File: src/rtl/transmissor_jogada.sv
// transmissor_jogada: serializes one game move as two 8N1 bytes,
// LSB first, with busy/done/reject reporting to the control unit.
module transmissor_jogada #(
  parameter int CLKS_POR_BIT = 5208
) (
  input  logic       clock,
  input  logic       reset,
  input  logic       partida,
  input  logic       jogador,
  input  logic [3:0] macro,
  input  logic [3:0] micro,
  output logic       saida_serial,
  output logic       ocupado,
  output logic       pronto,
  output logic       erro,
  output logic [3:0] db_estado
);

  localparam int W = $clog2(CLKS_POR_BIT);
  localparam logic [W-1:0] CNT_MAX = W'(CLKS_POR_BIT - 1);

  typedef enum logic [3:0] {
    OCIOSO  = 4'd0,
    CARREGA = 4'd1,
    START   = 4'd2,
    DADOS   = 4'd3,
    STOP    = 4'd4,
    PROXIMO = 4'd5,
    FIM     = 4'd6,
    REJEITA = 4'd14
  } estado_t;

  estado_t r_estado;
  estado_t w_prox;

  logic [W-1:0] r_cnt;
  logic [W-1:0] w_cnt_prox;
  logic [2:0]   r_idx;
  logic         r_sel;
  logic [7:0]   r_byte0;
  logic [7:0]   r_byte1;
  logic         r_linha;

  logic         w_fim_bit;
  logic         w_valido;
  logic         w_paridade;
  logic [7:0]   w_byte0;
  logic [7:0]   w_byte1;
  logic [7:0]   w_byte_atual;
  logic         w_bit;

  assign w_fim_bit    = (r_cnt == CNT_MAX);
  assign w_cnt_prox   = w_fim_bit ? '0 : r_cnt + W'(1);
  assign w_valido     = (macro <= 4'd8) && (micro <= 4'd8);
  assign w_paridade   = ^{jogador, macro, micro};
  assign w_byte0      = {3'b110, jogador, macro};
  assign w_byte1      = {3'b011, w_paridade, micro};
  assign w_byte_atual = r_sel ? r_byte1 : r_byte0;
  assign w_bit        = w_byte_atual[r_idx];

  // State register
  always_ff @(posedge clock) begin
    if (reset) begin
      r_estado <= OCIOSO;
    end else begin
      r_estado <= w_prox;
    end
  end

  // Next-state logic; the byte0->byte1 hand-off skips straight to START
  always_comb begin
    w_prox = r_estado;
    unique case (r_estado)
      OCIOSO: begin
        if (partida) begin
          w_prox = w_valido ? CARREGA : REJEITA;
        end
      end
      CARREGA: w_prox = START;
      START: begin
        if (w_fim_bit) begin
          w_prox = DADOS;
        end
      end
      DADOS: begin
        if (w_fim_bit && (r_idx == 3'd7)) begin
          w_prox = STOP;
        end
      end
      STOP: begin
        if (w_fim_bit) begin
          w_prox = r_sel ? FIM : START;
        end
      end
      FIM:     w_prox = OCIOSO;
      REJEITA: w_prox = OCIOSO;
      default: w_prox = OCIOSO;
    endcase
  end

  // Status outputs decoded from the current state
  always_comb begin
    ocupado   = 1'b0;
    pronto    = 1'b0;
    erro      = 1'b0;
    db_estado = r_estado;
    unique case (r_estado)
      CARREGA, START, DADOS, STOP: ocupado = 1'b1;
      FIM:     pronto = 1'b1;
      REJEITA: erro = 1'b1;
      default: ;
    endcase
  end

  // Bit timer, bit index, byte select and the latched packet bytes
  always_ff @(posedge clock) begin
    if (reset) begin
      r_cnt   <= '0;
      r_idx   <= '0;
      r_sel   <= 1'b0;
      r_byte0 <= '0;
      r_byte1 <= '0;
    end else begin
      unique case (r_estado)
        CARREGA: begin
          r_byte0 <= w_byte0;
          r_byte1 <= w_byte1;
          r_cnt   <= '0;
          r_idx   <= '0;
          r_sel   <= 1'b0;
        end
        START: r_cnt <= w_cnt_prox;
        DADOS: begin
          r_cnt <= w_cnt_prox;
          if (w_fim_bit) begin
            r_idx <= r_idx + 3'd1;
          end
        end
        STOP: begin
          r_cnt <= w_cnt_prox;
          if (w_fim_bit) begin
            r_sel <= 1'b1;
          end
        end
        default: r_cnt <= '0;
      endcase
    end
  end

  // Registered serial line, one cycle behind the state it reflects
  always_ff @(posedge clock) begin
    if (reset) begin
      r_linha <= 1'b1;
    end else begin
      unique case (r_estado)
        START:   r_linha <= 1'b0;
        DADOS:   r_linha <= w_bit;
        default: r_linha <= 1'b1;
      endcase
    end
  end

  assign saida_serial = r_linha;

endmodule
File: config.mk
export PLATFORM = sky130hd
export DESIGN_NAME = transmissor_jogada
export DESIGN_NICKNAME = d
export VERILOG_FILES = /design/src/rtl/transmissor_jogada.sv
export SDC_FILE = /design/constraint.sdc
export NUM_CORES = 1
export LEC_CHECK = 0
export ABC_AREA = 0
export CORE_ASPECT_RATIO = 0.6
export CORE_MARGIN = 4
export CORE_UTILIZATION = 60
export CTS_CLUSTER_SIZE = 10
export DETAILED_ROUTE_END_ITERATION = 6
export DONT_BUFFER_PORTS = 1
export GPL_TIMING_DRIVEN = 0
export PLACE_DENSITY = 0.73
export RECOVER_POWER = 25
export SYNTH_ARGS = -nofsm -noshare
export SYNTH_HDL_FRONTEND = slang
export SYNTH_SLANG_ARGS = --single-unit
File: constraint.sdc
create_clock -name clock -period 2.8 [get_ports clock]
set_clock_uncertainty 0.15 [all_clocks]
set_input_delay 0.42 -clock clock [delete_from_list [all_inputs] [get_ports clock]]
set_output_delay 0.42 -clock clock [all_outputs]
set_load 0.005 [all_outputs]
== Word level (Yosys, flattened, before mapping) ==
Cells that the tools add are included.

* Input bits: 12
* Flip-flop bits (word level): 34
* Output and inout port bits: 8
* Word-level logic and storage cells: 56

* Reduce and logical (&&, ||, !) cells: 12
* Bitwise gates (word level): 1
* Magnitude comparators: 3
* Equal/unequal tests: 13
* Muxes and demuxes: 18
* Add/subtract/negate cells: 2

{| class="wikitable"
|+ Operators by type and width
! cell !! count
|-
| 2-to-1 mux 4 bit || 5
|-
| case mux 4 bit (5 select lines) || 1
|-
| adder 13 x 1 -> 13 bit (second input constant) || 1
|-
| equality test 13 bit (second input constant) || 1
|-
| != test 2 bit (second input constant) || 5
|-
| XOR reduction 9 bit || 1
|-
| equality test 4 x 2 -> 1 bit (second input constant) || 2
|-
| equality test 4 x 3 -> 1 bit (second input constant) || 2
|-
| <= comparator 4 bit (second input constant) || 2
|-
| 2-to-1 mux 8 bit || 1
|-
| 2-to-1 mux 3 bit || 2
|-
| case mux 3 bit (2 select lines) || 1
|-
| OR reduction 3 bit || 2
|-
| 2-to-1 mux 1 bit || 5
|-
| equality test 4 x 1 -> 1 bit (second input constant) || 1
|-
| equality test 4 bit (second input constant) || 1
|-
| zero test 4 bit || 1
|-
| less-than comparator 3 x 4 -> 1 bit (second input constant) || 1
|-
| case mux 1 bit (2 select lines) || 2
|-
| AND reduction 2 bit || 2
|-
| AND reduction 4 bit || 1
|-
| nonzero test 2 bit || 2
|-
| OR reduction 4 bit || 1
|-
| adder 3 x 1 -> 3 bit (second input constant) || 1
|-
| other kinds (4) || 5
|}

== Depth between registers and ports, before layout ==
Gate-level depths: netlist (run 1).

* Depth in word-level cells: 5
* Mapped depth: 7
* Gate-level depth less buffers: 6

== Worst setup path before layout (run 1) ==
No wires, ideal clock.

* Kind: reg2reg
* Start: register r_cnt[3]
* End: register r_estado[1] (netlist: db_estado[1])
* Data required time: 2529 ps
* Stages on the path, launching flop included: 6
* Slack: 628 ps
* Arrival: 1900 ps
* Buffers on the path: 1
* Cells stage by stage: dfxtp_1 > or4b_1 > or3_1 > buf_6 > a22o_4 > mux2_4

* Longest elaborated chain between the ends: 4
* Elaborated cells between the ends (all ways): 6
* Those cells by class: 4 x eq/ne; 2 x reduce/logical

{| class="wikitable"
|+ RTL lines
! item !! RTL line !! text
|-
| start, declared || 36 || <nowiki>logic [W-1:0] r_cnt;</nowiki>
|-
| start signal, assigned || 132 || <nowiki>START: r_cnt <= w_cnt_prox;</nowiki>
|-
| start signal, assigned || 134 || <nowiki>r_cnt <= w_cnt_prox;</nowiki>
|-
| start signal, assigned || 140 || <nowiki>r_cnt <= w_cnt_prox;</nowiki>
|-
| equality test 13 bit (*) || 52 || <nowiki>assign w_fim_bit = (r_cnt == CNT_MAX);</nowiki>
|-
| logical AND 1 bit || 86 || <nowiki>if (w_fim_bit && (r_idx == 3'd7)) begin</nowiki>
|-
| != test 2 bit (no line) || - ||
|-
| AND reduction 4 bit (no line) (*) || - ||
|-
| end signal, assigned || 66 || <nowiki>r_estado <= w_prox;</nowiki>
|-
| end, declared || 33 || <nowiki>estado_t r_estado;</nowiki>
|}

Every way passes the cells marked *; elsewhere a longest branch is shown, timed or not.
A chain may end at the register's enable or synchronous reset.

== Final worst setup path (run 1) ==
Same ends and word-level chain as after synthesis.

==> results of run 1 <==
-- layer usage --
layer  global-route usage [%]  up-vias  wire length, um
li1                         -      754                -
met5                        0        -                0
met2                     35.8       85             1740
met1                     35.4      741             2050
met3                     7.32        8              478
met4                     8.72        0               63
-- per-stage QoR --
step,cells,worst slack [ns]
final,258,0.424
after global routing,258,0.276
after CTS,258,0.481
after detailed placement,250,0.529
after global placement,250,0.546
after floorplan,210,0.628
-- synth_stat cells, drive strengths merged (2+ instances only) --
master / number
and3: 3
nand3: 6
buf: 2
mux4: 2
nand2b: 2
nor3b: 3
o21ai: 6
a32o: 2
dfxtp: 33
nor3: 10
inv: 11
and4: 2
a22o: 3
clkbuf: 12
mux2: 2
a21oi: 14
or3: 4
xnor2: 6
nand2: 25
ha: 7
a21boi: 2
nor2: 20
nand4b: 2
xor2: 6
nor4: 2
nand4: 4
-- final timing paths --
check                 end
max          db_estado[1]
min            r_byte1[1]
max reg2reg  db_estado[1]
min reg2reg      r_cnt[0]
-- registers in the layout, indices dropped and copies added (netlist names) --
| register | count |
|---|---|
| r_cnt | 13 |
| r_byte0 | 5 |
| r_sel | 1 |
| saida_serial | 1 |
| db_estado | 4 |
| r_idx | 3 |
| r_byte1 | 6 |
-- power by group through the flow --
stage / sequential (mW) / combinational (mW) / clock, mW
2_1_floorplan: 0.585 / 0.455 / 0
3_3_place_gp: 0.600 / 0.550 / 0
3_5_place_dp: 0.605 / 0.573 / 0
4_1_cts: 0.594 / 0.579 / 0.398
5_1_grt: 0.604 / 0.654 / 0.420
6_report: 0.595 / 0.591 / 0.392
-- layout make-up --
class,count,area (um^2)
Tap cell,40,50.0
Sequential cell,33,661
Buffer,14,53.8
Fill cell,229,739
Clock buffer,7,96.3
Clock inverter,1,5.00
Inverter,11,41.3
Multi-Input combinational cell,152,1020
-- kinds of logic (layout without fill, tap and decap cells) --
logic type / Yosys count / in the layout / synth area share (%)
simple gates: 88 / 88 / 25.3
compound gates: 39 / 39 / 15.1
flops: 33 / 33 / 37.1
buf+inv: 25 / 33 / 5.77
xor+xnor: 13 / 13 / 7.17
fa+ha+maj: 7 / 7 / 4.92
mux: 5 / 5 / 4.57
==> flow_metrics.py, run 1 <==
metrics = {
    "worst_setup_path": {
        "end_kind": "flip-flop",
        "critical_path_arrival_ns": 2.40,
        "path_delay_family": "simple AND/OR/NAND/NOR gates",
        "crit_type": "reg -> reg",
        "cp-start-kind": "flip-flop",
        "slowest_delay_ns": 0.54,
        "reg2reg_depth": 5,
        "path_depth": 5,
        "worst_path_max_delay_cell": "or4b_1",
        "worstPathRequired_ns": 2.82,
        "path_max_fanout": 7,
        "worstPathCellList": "or4b_1, or3_1, clkbuf_1, a22o_4, mux2_4",
        "ff2ff_setup_slack_ns": 0.42,
        "crit_buf_inv": 1,
        "worstReg2RegStart": "r_cnt[3]",
        "crit_path_start": "r_cnt[3]",
    },
    "cts": {
        "cts_tree": "done",
        "root_buffer": "clkbuf_8",
        "cts_resized": 0,
        "ctsHoldBuffers": 0,
        "cts_buffers": 5,
        "cts_setup_buffers": 0,
        "insertion_delay_ns": 0.29,
        "clkTransAtPathRegs_ns": 0.07,
        "htreeDepth": 2,
        "cts.path.max_buffers": 2,
        "cts.sinks": 33,
    },
    "place": {
        "dpl_cell_area_um2": 1830,
        "gp_congestion": 0.939,
        "dp_hpwl_um": 3380,
        "portBuffers": 0,
    },
    "sta": {
        "slew_headroom_pct": 61.7,
        "slew_violations": 0,
        "tns_ns": 0,
        "fin_crit_ns": 2.38,
        "rsz0062_at_grt": "no",
        "hold_viol": 0,
        "hold_ws_ns": 0.115,
        "finalSetupViolations": 0,
        "worst_slew_pin_slew_ns": 0.570,
        "fmax_mhz": 421,
        "finalCritPeriodShare_pct": 84.9,
    },
    "logic_synthesis": {
        "syn_inst": 210,
        "yosysSeqAreaShare_pct": 37.1,
        "avgSynthCellArea_um2": 8.47,
        "yosysTopAreaCell": "dfxtp_1",
        "async_reset_ff_share_pct": 0,
        "yosys.cell_types.count": 49,
        "syn_area_um2": 1780,
        "synth.top_cell.area_share_pct": 37.1,
        "yosys_register_bits": 33,
        "ys_top_cells_by_area": "dfxtp_1 37%, nand2_1 5.3%, ha_1 4.9%",
        "ys_warn_count": 0,
        "syn_nets": 229,
        "synth_edf_count": 0,
        "synthFlopType": "dfxtp_1",
    },
    "detailed_routing": {
        "vias": 1588,
        "dr.pass1.iters": 4,
        "drt_iter0_drc": 173,
        "drc": 0,
        "drtAntennaViolNets": 0,
        "wirelength_um": 4330,
        "viasPerCell": 6.16,
        "routedWlPerCell_um": 16.8,
    },
    "power_and_ir_drop": {
        "switching_share_pct": 37.3,
        "internal-power_mw": 0.989,
        "p_comb_share_pct": 37.5,
        "netSwitchingPower_mw": 0.588,
        "p_clk_share_pct": 24.8,
        "totalPowerFinal_mw": 1.58,
        "p_per_area_nw_per_um2": 820,
        "max-vdd-ir-drop_mv": 0.590,
        "leakagePower_nw": 0.691,
        "seqPwrFrac_pct": 37.7,
    },
    "floorplanning": {
        "die_w_um": 78.3,
        "core-area_um2": 2660,
        "die_h_um": 50.2,
        "rows": 14,
        "initial_core_util_pct": 66.8,
        "die_area_um2": 3930,
        "ios": 20,
    },
    "grt": {
        "grt_pass1_vias": 1537,
        "grt_pass1_wl_um": 7440,
        "gr-usage-all-layers_pct": 24.8,
        "grt_max_degree": 11,
        "grt-ovfl-total": 0,
        "antenna_found_initial": 0,
    },
    "outcome": {
        "status": "completed",
    },
    "final_layout": {
        "antennaDiodeCount": 0,
        "final_util_pct": 72.2,
        "drive_gt1_share_pct": 7.80,
        "nets": 236,
        "final_cell_mix": "33 x dfxtp_1, 25 x nand2_1, 20 x nor2_1",
        "final_common_cell": "dfxtp_1",
        "fin_area_um2": 1920,
        "area_growth_pct": 8.09,
    },
    "run": {
        "drv_cap": 0,
    },
    "hold_path": {
        "holdPathStages": 2,
        "min-delay-path-class": "in -> reg",
        "min_from": "micro[1]",
    },
}
Note: power is estimated with default switching activity, not from simulation.
==> run 2: changes to the inputs <==
--- a/config.mk
+++ b/config.mk
@@ -8,12 +8,12 @@
 export ABC_AREA = 0
 export CORE_ASPECT_RATIO = 0.6
 export CORE_MARGIN = 4
-export CORE_UTILIZATION = 60
+export CORE_UTILIZATION = 56
 export CTS_CLUSTER_SIZE = 10
 export DETAILED_ROUTE_END_ITERATION = 6
 export DONT_BUFFER_PORTS = 1
 export GPL_TIMING_DRIVEN = 0
-export PLACE_DENSITY = 0.73
+export PLACE_DENSITY = 0.71
 export RECOVER_POWER = 25
 export SYNTH_ARGS = -nofsm -noshare
 export SYNTH_HDL_FRONTEND = slang
==> constraint.sdc (replaced) <==
create_clock -name clock -period 2 [get_ports clock]
set_clock_uncertainty 0.15 [all_clocks]
set_input_delay 0.3 -clock clock [delete_from_list [all_inputs] [get_ports clock]]
set_output_delay 0.3 -clock clock [all_outputs]
set_load 0.005 [all_outputs]
==> run 2 against run 1 <==
Compared with the run above:
- the flow now finishes with violations (negative setup slack)
- final cell count grew 5.4%
- register-to-register slack lost 0.47 ns
- critical path depth shrank 1
- combinational power grew 57%
- routed wire length is 3.5% higher
- global-route usage shrank 1.1 points
- setup slack lost 0.47 ns
- design area rose by 10%
- die area increased by 6.2%
- critical endpoint unchanged
- largest cell class unchanged
- largest power group is now combinational cells
==> flow_metrics.py, run 2 (synthesized netlist as in run 1, its figures left out) <==
metrics = {
    "detailed_routing": {
        "viasPerCell": 5.87,
        "wirelength_um": 4480,
        "drt_iter0_drc": 125,
        "drc": 0,
        "drtAntennaViolNets": 0,
        "vias": 1596,
        "dr.pass1.iters": 4,
        "routedWlPerCell_um": 16.5,
    },
    "worst_setup_path": {
        "critical_path_arrival_ns": 2.08,
        "crit_type": "reg -> reg",
        "end_kind": "flip-flop",
        "cp-start-kind": "flip-flop",
        "worstPathRequired_ns": 2.03,
        "path_max_fanout": 6,
    },
    "outcome": {
        "violations": "negative setup slack",
        "status": "complete, but fails checks",
    },
    "final_layout": {
        "n_fill_cell": 233,
        "final_common_cell": "dfxtp_1",
        "antennaDiodeCount": 0,
        "final_cell_mix": "29 x dfxtp_1, 25 x nand2_1, 20 x nor2_1",
        "area_growth_pct": 19.2,
        "top_regs": "r_cnt x13, r_byte1 x6, r_byte0 x5",
        "nets": 248,
        "regMostFlops": "r_cnt",
        "largest_reg_flops": 13,
        "drive_gt1_share_pct": 16.5,
    },
    "floorplanning": {
        "die_w_um": 80.8,
        "rows": 15,
        "initial_core_util_pct": 60.4,
        "ios": 20,
        "die_area_um2": 4170,
        "core-area_um2": 2950,
        "die_h_um": 51.7,
    },
    "cts": {
        "insertion_delay_ns": 0.29,
        "root_buffer": "clkbuf_8",
        "htreeDepth": 2,
        "cts.sinks": 33,
        "cts_buffers": 5,
        "cts.path.max_buffers": 2,
        "clkTransAtPathRegs_ns": 0.07,
        "cts_tree": "done",
    },
    "grt": {
        "gr-usage-all-layers_pct": 23.7,
        "grt-ovfl-total": 0,
        "antenna_found_initial": 0,
        "grt_pass1_vias": 1565,
        "grt_max_degree": 12,
        "grt_pass1_wl_um": 7440,
    },
    "sta": {
        "layout_setup_ws_ns": -0.0474,
        "rsz0062_at_grt": "yes",
        "finalCritPeriodShare_pct": 102,
        "worst_slew_pin_slew_ns": 0.508,
        "fmax_mhz": 488,
        "fin_crit_ns": 2.05,
        "slew_violations": 0,
        "finalSetupViolations": 2,
        "tns_ns": -0.0862,
        "slew_headroom_pct": 66.1,
        "hold_viol": 0,
    },
    "place": {
        "dp_hpwl_um": 3170,
        "post-place-ws_ns": -0.147,
        "gp_congestion": 1.01,
        "portBuffers": 0,
    },
    "hold_path": {
        "min-delay-path-class": "in -> reg",
    },
    "power_and_ir_drop": {
        "leakagePower_nw": 0.796,
        "max-vdd-ir-drop_mv": 0.666,
        "p_per_area_nw_per_um2": 1190,
    },
    "run": {
        "drv_cap": 0,
    },
}
==> run 2: timing repair <==
item,4_1_cts,5_1_grt
pin swaps,2,1
endpoints found under the setup margin,18,26
resized for setup,12,8
hold buffers,7,1
buffers inserted,5,0
hold endpoints to repair,7,1
==> run 2: final cells by class <==
class / count / area [um^2] / share of cell area [%]
tap: 42 / 52.6 / 2.48
multi-input combinational: 152 / 1050 / 49.5
inverter: 11 / 41.3 / 1.95
timing repair buffer: 13 / 118 / 5.55
sequential: 33 / 666 / 31.4
clock inverter: 3 / 65.1 / 3.07
buffer: 13 / 60.1 / 2.83
clock buffer: 5 / 68.8 / 3.24
==> run 2: final timing paths <==
kind	startpoint	to	slack (ns)	depth (start not counted)
max	r_cnt[5]	db_estado[1]	-0.05	4
min	jogador	r_byte0[4]	0.03	2
max reg2reg	r_cnt[5]	db_estado[1]	-0.05	4
min reg2reg	r_byte1[4]	r_byte1[4]	0.31	2
==> run 2: layer usage <==
| metal | up-vias | track usage, % | wire length [um] |
|---|---|---|---|
| met1 | 750 | 32.8 | 2220 |
| met3 | 11 | 6.75 | 359 |
| li1 | 782 | - | - |
| met4 | 0 | 9.27 | 80 |
| met2 | 53 | 34.9 | 1820 |
| met5 | - | 0 | 0 |
==> run 2: power by group <==
part	switching, mW	leakage, nW	internal [mW]	total (mW)
logic	0.542	0.458	0.388	0.930
clock network	0.256	0.0681	0.495	0.751
registers	0.0821	0.270	0.753	0.835
==> run 2: through the flow <==
stage / hold WS (ns) / util (%) / std cells / power [mW] / instance area (um^2)
4_1_cts: 0.00402 / 71.3 / 272 / 2.46 / 2100
3_5_place_dp: 0.291 / 62.2 / 252 / 1.64 / 1830
5_1_grt: 0.0143 / 72.0 / 272 / 2.64 / 2120
2_1_floorplan: 0.263 / - / 210 / 1.46 / 1780
6_report: 0.0346 / 72.0 / 272 / 2.52 / 2120
3_3_place_gp: 0.274 / 62.2 / 252 / 1.61 / 1830
==> run 2: worst max-delay path, cell delays in order (launching register included) <==
cell	delay (ns)
dfxtp_2	0.32
or4b_4	0.53
or3_4	0.39
a22o_4	0.27
mux2_4	0.29
==> run 3: changes to the inputs <==
--- a/config.mk
+++ b/config.mk
@@ -6,6 +6,7 @@
 export NUM_CORES = 1
 export LEC_CHECK = 0
 export ABC_AREA = 0
+export ABC_CLOCK_PERIOD_IN_PS = 2000
 export CORE_ASPECT_RATIO = 0.6
 export CORE_MARGIN = 4
 export CORE_UTILIZATION = 56
==> results of run 3 <==
The final DEF is identical to that of run 2; final timing and power are the same.
